--- config.mk ---
export PLATFORM = sky130hd
export DESIGN_NAME = peak_window_tracker
export DESIGN_NICKNAME = d
export VERILOG_FILES = /design/src/rtl/peak_pkg.sv /design/src/rtl/peak_lane.sv /design/src/rtl/peak_window_tracker.sv
export SDC_FILE = /design/constraint.sdc
export NUM_CORES = 1
export LEC_CHECK = 0
export CORE_MARGIN = 2
export CORE_UTILIZATION = 40
export CTS_CLUSTER_SIZE = 30
export DETAILED_ROUTE_END_ITERATION = 6
export PLACE_DENSITY = 0.69
export SLEW_MARGIN = 30
export SYNTH_ARGS = -nofsm -noshare
export SYNTH_HDL_FRONTEND = slang
export SYNTH_SLANG_ARGS = --single-unit
export TNS_END_PERCENT = 5
--- constraint.sdc ---
create_clock -name clk -period 4.6 [get_ports clk]
set_clock_uncertainty 0.1 [all_clocks]
set_input_delay 0.92 -clock clk [delete_from_list [all_inputs] [get_ports clk]]
set_output_delay 0.92 -clock clk [all_outputs]
set_load 0.02 [all_outputs]
--- src/rtl/peak_pkg.sv ---
// +------------------------------------------------------------------+
// | peak_pkg : shared defaults and width helpers for peak tracking   |
// | rev 1.0                                                          |
// +------------------------------------------------------------------+
`default_nettype none

package peak_pkg;

    localparam int DEF_NUM_CH   = 2;
    localparam int DEF_SAMPLE_W = 4;
    localparam int DEF_WINDOW   = 16;

    function automatic int ch_width(input int num_ch);
        return ($clog2(num_ch) > 1) ? $clog2(num_ch) : 1;
    endfunction

    function automatic int cnt_width(input int window);
        return $clog2(window + 1);
    endfunction

    localparam int DEF_CH_W  = ch_width(DEF_NUM_CH);
    localparam int DEF_CNT_W = cnt_width(DEF_WINDOW);

endpackage

`default_nettype wire

--- src/rtl/peak_lane.sv ---
// +------------------------------------------------------------------+
// | peak_lane : per-channel sample counter and running maximum       |
// | rev 1.0                                                          |
// +------------------------------------------------------------------+
`default_nettype none

module peak_lane
    import peak_pkg::*;
#(
    parameter int SAMPLE_W = DEF_SAMPLE_W,
    parameter int WINDOW   = DEF_WINDOW
) (
    input  logic                clk,
    input  logic                rst_n,
    input  logic                clear,
    input  logic                hit,
    input  logic [SAMPLE_W-1:0] data,
    output logic                done,
    output logic [SAMPLE_W-1:0] max_next
);

    localparam int CNT_W = cnt_width(WINDOW);

    logic [CNT_W-1:0]    r_cnt;
    logic [SAMPLE_W-1:0] r_max;
    logic                w_first;
    logic                w_last;

    // The first sample of a window overwrites whatever the previous window left.
    assign w_first  = (r_cnt == '0);
    assign w_last   = (r_cnt == CNT_W'(WINDOW - 1));
    assign max_next = (w_first || (data > r_max)) ? data : r_max;
    assign done     = hit && w_last;

    always_ff @(posedge clk or negedge rst_n) begin
        if (!rst_n) begin
            r_cnt <= '0;
            r_max <= '0;
        end else if (clear) begin
            r_cnt <= '0;
            r_max <= '0;
        end else if (hit) begin
            r_cnt <= w_last ? '0 : (r_cnt + 1'b1);
            r_max <= max_next;
        end
    end

endmodule

`default_nettype wire

--- src/rtl/peak_window_tracker.sv ---
// +------------------------------------------------------------------+
// | peak_window_tracker : per-channel windowed peak detector with a  |
// | single-entry valid/ready result register.             rev 1.0    |
// +------------------------------------------------------------------+
`default_nettype none

module peak_window_tracker
    import peak_pkg::*;
#(
    parameter int NUM_CH   = DEF_NUM_CH,
    parameter int SAMPLE_W = DEF_SAMPLE_W,
    parameter int WINDOW   = DEF_WINDOW,
    localparam int CH_W    = ch_width(NUM_CH)
) (
    input  logic                clk,
    input  logic                rst_n,
    input  logic                clear,
    input  logic                s_valid,
    output logic                s_ready,
    input  logic [CH_W-1:0]     s_chan,
    input  logic [SAMPLE_W-1:0] s_data,
    output logic                m_valid,
    input  logic                m_ready,
    output logic [CH_W-1:0]     m_chan,
    output logic [SAMPLE_W-1:0] m_max,
    output logic                err_chan
);

    logic                w_accept;
    logic                w_in_range;
    logic [NUM_CH-1:0]   w_hit;
    logic [NUM_CH-1:0]   w_done;
    logic [SAMPLE_W-1:0] w_lane_max [NUM_CH];
    logic                w_load;
    logic [CH_W-1:0]     w_load_chan;
    logic [SAMPLE_W-1:0] w_load_max;

    assign s_ready    = !m_valid || m_ready;
    // A sample arriving with clear is dropped, so clear masks the accept here.
    assign w_accept   = s_valid && s_ready && !clear;
    assign w_in_range = (32'(s_chan) < NUM_CH);

    for (genvar g = 0; g < NUM_CH; g++) begin : g_lane
        assign w_hit[g] = w_accept && w_in_range && (s_chan == CH_W'(g));

        peak_lane #(
            .SAMPLE_W (SAMPLE_W),
            .WINDOW   (WINDOW)
        ) u_lane (
            .clk      (clk),
            .rst_n    (rst_n),
            .clear    (clear),
            .hit      (w_hit[g]),
            .data     (s_data),
            .done     (w_done[g]),
            .max_next (w_lane_max[g])
        );
    end

    // At most one lane is hit per cycle, so at most one done bit is set.
    always_comb begin
        w_load      = |w_done;
        w_load_chan = '0;
        w_load_max  = '0;
        for (int c = 0; c < NUM_CH; c++) begin
            if (w_done[c]) begin
                w_load_chan = CH_W'(c);
                w_load_max  = w_lane_max[c];
            end
        end
    end

    always_ff @(posedge clk or negedge rst_n) begin
        if (!rst_n) begin
            m_valid <= 1'b0;
            m_chan  <= '0;
            m_max   <= '0;
        end else if (clear) begin
            m_valid <= 1'b0;
        end else if (w_load) begin
            m_valid <= 1'b1;
            m_chan  <= w_load_chan;
            m_max   <= w_load_max;
        end else if (m_valid && m_ready) begin
            m_valid <= 1'b0;
        end
    end

    always_ff @(posedge clk or negedge rst_n) begin
        if (!rst_n) begin
            err_chan <= 1'b0;
        end else if (w_accept && !w_in_range) begin
            err_chan <= 1'b1;
        end
    end

endmodule

`default_nettype wire

==> flow_summary.json <==
{
  "grt_most_used_layer": "met2",
  "tritoncts": "built",
  "synth_edf_count": 0,
  "holdPathStages": 2,
  "cts_made_buffers": 3,
  "drcViolationCount": 0,
  "switching_share_pct": 23.9,
  "syn_avg_cell_area_um2": 9.87,
  "initial_utilization_pct": 40.8,
  "worstMarginPinSlew_ps": 543,
  "cp.arrival_ps": 2230,
  "rows": 22,
  "netlist-cell-type-count": 34,
  "synth_top_family_by_area": "simple AND/OR/NAND/NOR gates",
  "portBuffers": 16,
  "path_class": "in2out",
  "post_cts_resized": 0,
  "cap_violations": 0,
  "cp-end-kind": "output port",
  "timing.rr.end": "m_max[1]$_DFFE_PN0P_",
  "vias_per_cell": 5.44,
  "io_pins": 18,
  "num-fill-cells": 351,
  "grt_max_degree": 25,
  "hold_buffers": 0,
  "synthAdderAreaFrac_pct": 10.2,
  "p_sw_uw": 115,
  "cts.sinks": 24,
  "finalNetCount": 187,
  "die_width_um": 64.6,
  "synth-seq-cells": 24,
  "peakVddDrop_mv": 0.122,
  "ys.flop_type": "dfrtp_1",
  "hold_viol": 0,
  "min_from": "m_chan$_DFFE_PN0P_",
  "antenna_found_initial": 0,
  "status": "finished, final reports clean",
  "multi_input_area_um2": 783,
  "start_kind": "primary input",
  "drt-initial-drc-count": 49,
  "fin_crit_sh_pct": 70.6,
  "gp_congestion": 0.824,
  "path_max_fanout": 4,
  "cts_root_buffer": "clkbuf_8",
  "syn_inst": 149,
  "cts_setup_buffers": 0,
  "setup-tns-final_ps": 0,
  "die_y_um": 64.6,
  "clkTransAtPathRegs_ps": 80,
  "fin_crit_ps": 3250,
  "final_layout_size_suffix_gt1_share_pct": 9.76,
  "synth-xor-area-share_pct": 1.19,
  "wl_per_cell_um": 14.8,
  "slew_viol_final": 0,
  "grt_usage_pct": 16.6,
  "grt_pass1_vias": 1175,
  "dpl.hpwl_um": 2320,
  "syn-num-nets": 171,
  "netlist_area_mm2": 0.00147,
  "htree_levels": 1,
  "slew_headroom_pct": 63.8,
  "r2r_start": "g_lane[0].u_lane.r_cnt[0]$_DFFE_PN0P_",
  "hold_end": "m_chan$_DFFE_PN0P_",
  "power_leakage_nw": 0.756,
  "muxShareOfSynthArea_pct": 5.79,
  "synthArstFlopShare_pct": 100,
  "dr.pass1.iters": 5,
  "clk_latency_ps": 280,
  "grt_use_met1_pct": 21.6,
  "diodes": 0,
  "p_total_uw": 482,
  "core_area_mm2": 0.00361,
  "regArea_um2": 601,
  "p_clk_share_pct": 38.8,
  "internal_power_uw": 367,
  "hold_path.class": "reg2reg",
  "synth_compound_area_share_pct": 14.7,
  "met3_usage_pct": 2.43,
  "cts.path.max_buffers": 2,
  "ys_seq_area_share_pct": 40.9,
  "use_met2_pct": 28.4,
  "seqPwrFrac_pct": 46.3,
  "cellPowerDensity_mw_per_mm2": 280,
  "synth-simple-area-share_pct": 21.1,
  "grt_overflow": 0,
  "routed_wl_um": 3140,
  "drt.antenna.violating_nets": 0,
  "die_area_mm2": 0.00418,
  "synth_warnings": 0,
  "fmax_mhz": 308,
  "required_ps": 3580,
  "r2r_setup_slack_ps": 2160,
  "area_delta_synth_final_pct": 17.2,
  "combPwrFrac_pct": 14.9,
  "grt_pass1_wl_um": 5400,
  "vias": 1153,
  "rr_worst_depth": 6,
  "rsz0062_at_grt": "no",
  "setup_viol": 0
}
==> stage by stage <==
stage	utilization (%)	area, um2	instances	hold slack (ps)	worst slack, ps
floorplan	-	1470	149	365	2040
global placement	45.9	1660	208	360	1400
detailed placement	45.8	1650	208	366	1320
CTS	47.8	1720	212	388	1360
global route	47.8	1720	212	417	1290
finish	47.8	1720	212	378	1350
==> cells in the mapped netlist, drive strengths merged (2+ instances only) <==
library cell  instances  area [um2]
xor2                  2        17.5
or4b                  3        33.8
inv                  12        45.0
clkbuf                3        11.3
o2111ai               4        35.0
ha                   12         150
nor2                  9        36.3
or2                   2        15.0
o31ai                 4        30.0
a41o                  2        20.0
nand2                 9        33.8
nor3b                 3        22.5
dfrtp                24         601
or3                   5        31.3
mux2                  4        45.0
buf                   3        30.0
a21oi                 6        30.0
a221o                 2        20.0
a32o                  4        40.0
nand3                15        75.1
nor2b                 5        31.3
o21ai                 5        25.0
mux2i                 4        40.0
==> flip-flops by register name, indices dropped and copies added, names as in the netlist <==
register             cells
m_max                    4
m_valid                  1
g_lane.u_lane.r_max      8
g_lane.u_lane.r_cnt     10
m_chan                   1
==> layer usage <==
metal  vias to the layer above  wire (um)
met1                       552       1520
met3                         4        104
met5                         -          0
met4                         0         45
met2                        25       1470
li1                        572          -
==> worst max-delay path, stage by stage <==
cell and delay (ps):
clkdlybuf4s50_1 400, nor2b_1 240, inv_1 110, clkdlybuf4s50_1 550
==> cell type report <==
class / instances / area share (%)
clock buffer: 3 / 2.40
clock inverter: 1 / 1.74
inverter: 12 / 2.61
multi-input combinational: 107 / 45.5
sequential: 24 / 34.9
tap: 48 / 3.49
timing repair buffer: 17 / 9.44
==> cell families (layout without fill, tap and decap cells) <==
kind of cell / count (synthesis) / count (layout)
xor gates and xnor gates: 2 / 2
DFF: 24 / 24
muxes: 8 / 8
adders and majority gates: 12 / 12
AOI/OAI and AO/OA: 29 / 29
and+or+nand+nor: 55 / 55
other: 1 / 1
buffers and inverters: 18 / 33
==> cells in the final DEF, fill, tap and decap left out, drive strengths merged, types with 5 or more instances in the layout <==
master	synthesis	layout
a21oi	6	6
clkdlybuf4s50	0	15
dfrtp	24	24
ha	12	12
inv	12	12
nand2	9	9
nand3	15	15
nor2	9	9
nor2b	5	5
o21ai	5	5
or3	5	5
==> worst max path at each step <==
stage / slack [ps] / start / endpoint / cells past startpoint
6_report: 1350 / m_ready / s_ready / 4
5_1_grt: 1290 / m_ready / s_ready / 4
4_1_cts: 1360 / m_ready / s_ready / 4
3_5_place_dp: 1320 / s_data[1] / m_max[0]$_DFFE_PN0P_ / 7
3_3_place_gp: 1400 / m_ready / s_ready / 4
2_1_floorplan: 2040 / clear / m_max[2]$_DFFE_PN0P_ / 6
==> power groups by stage <==
stage	sequential (mW)	clock (mW)	combinational, mW
floorplan	0.228	0	0.0463
global placement	0.228	0	0.0691
detailed placement	0.228	0	0.0713
CTS	0.223	0.192	0.0721
global route	0.225	0.202	0.0801
finish	0.223	0.187	0.0718
Note: power is estimated with default switching activity, not from simulation.
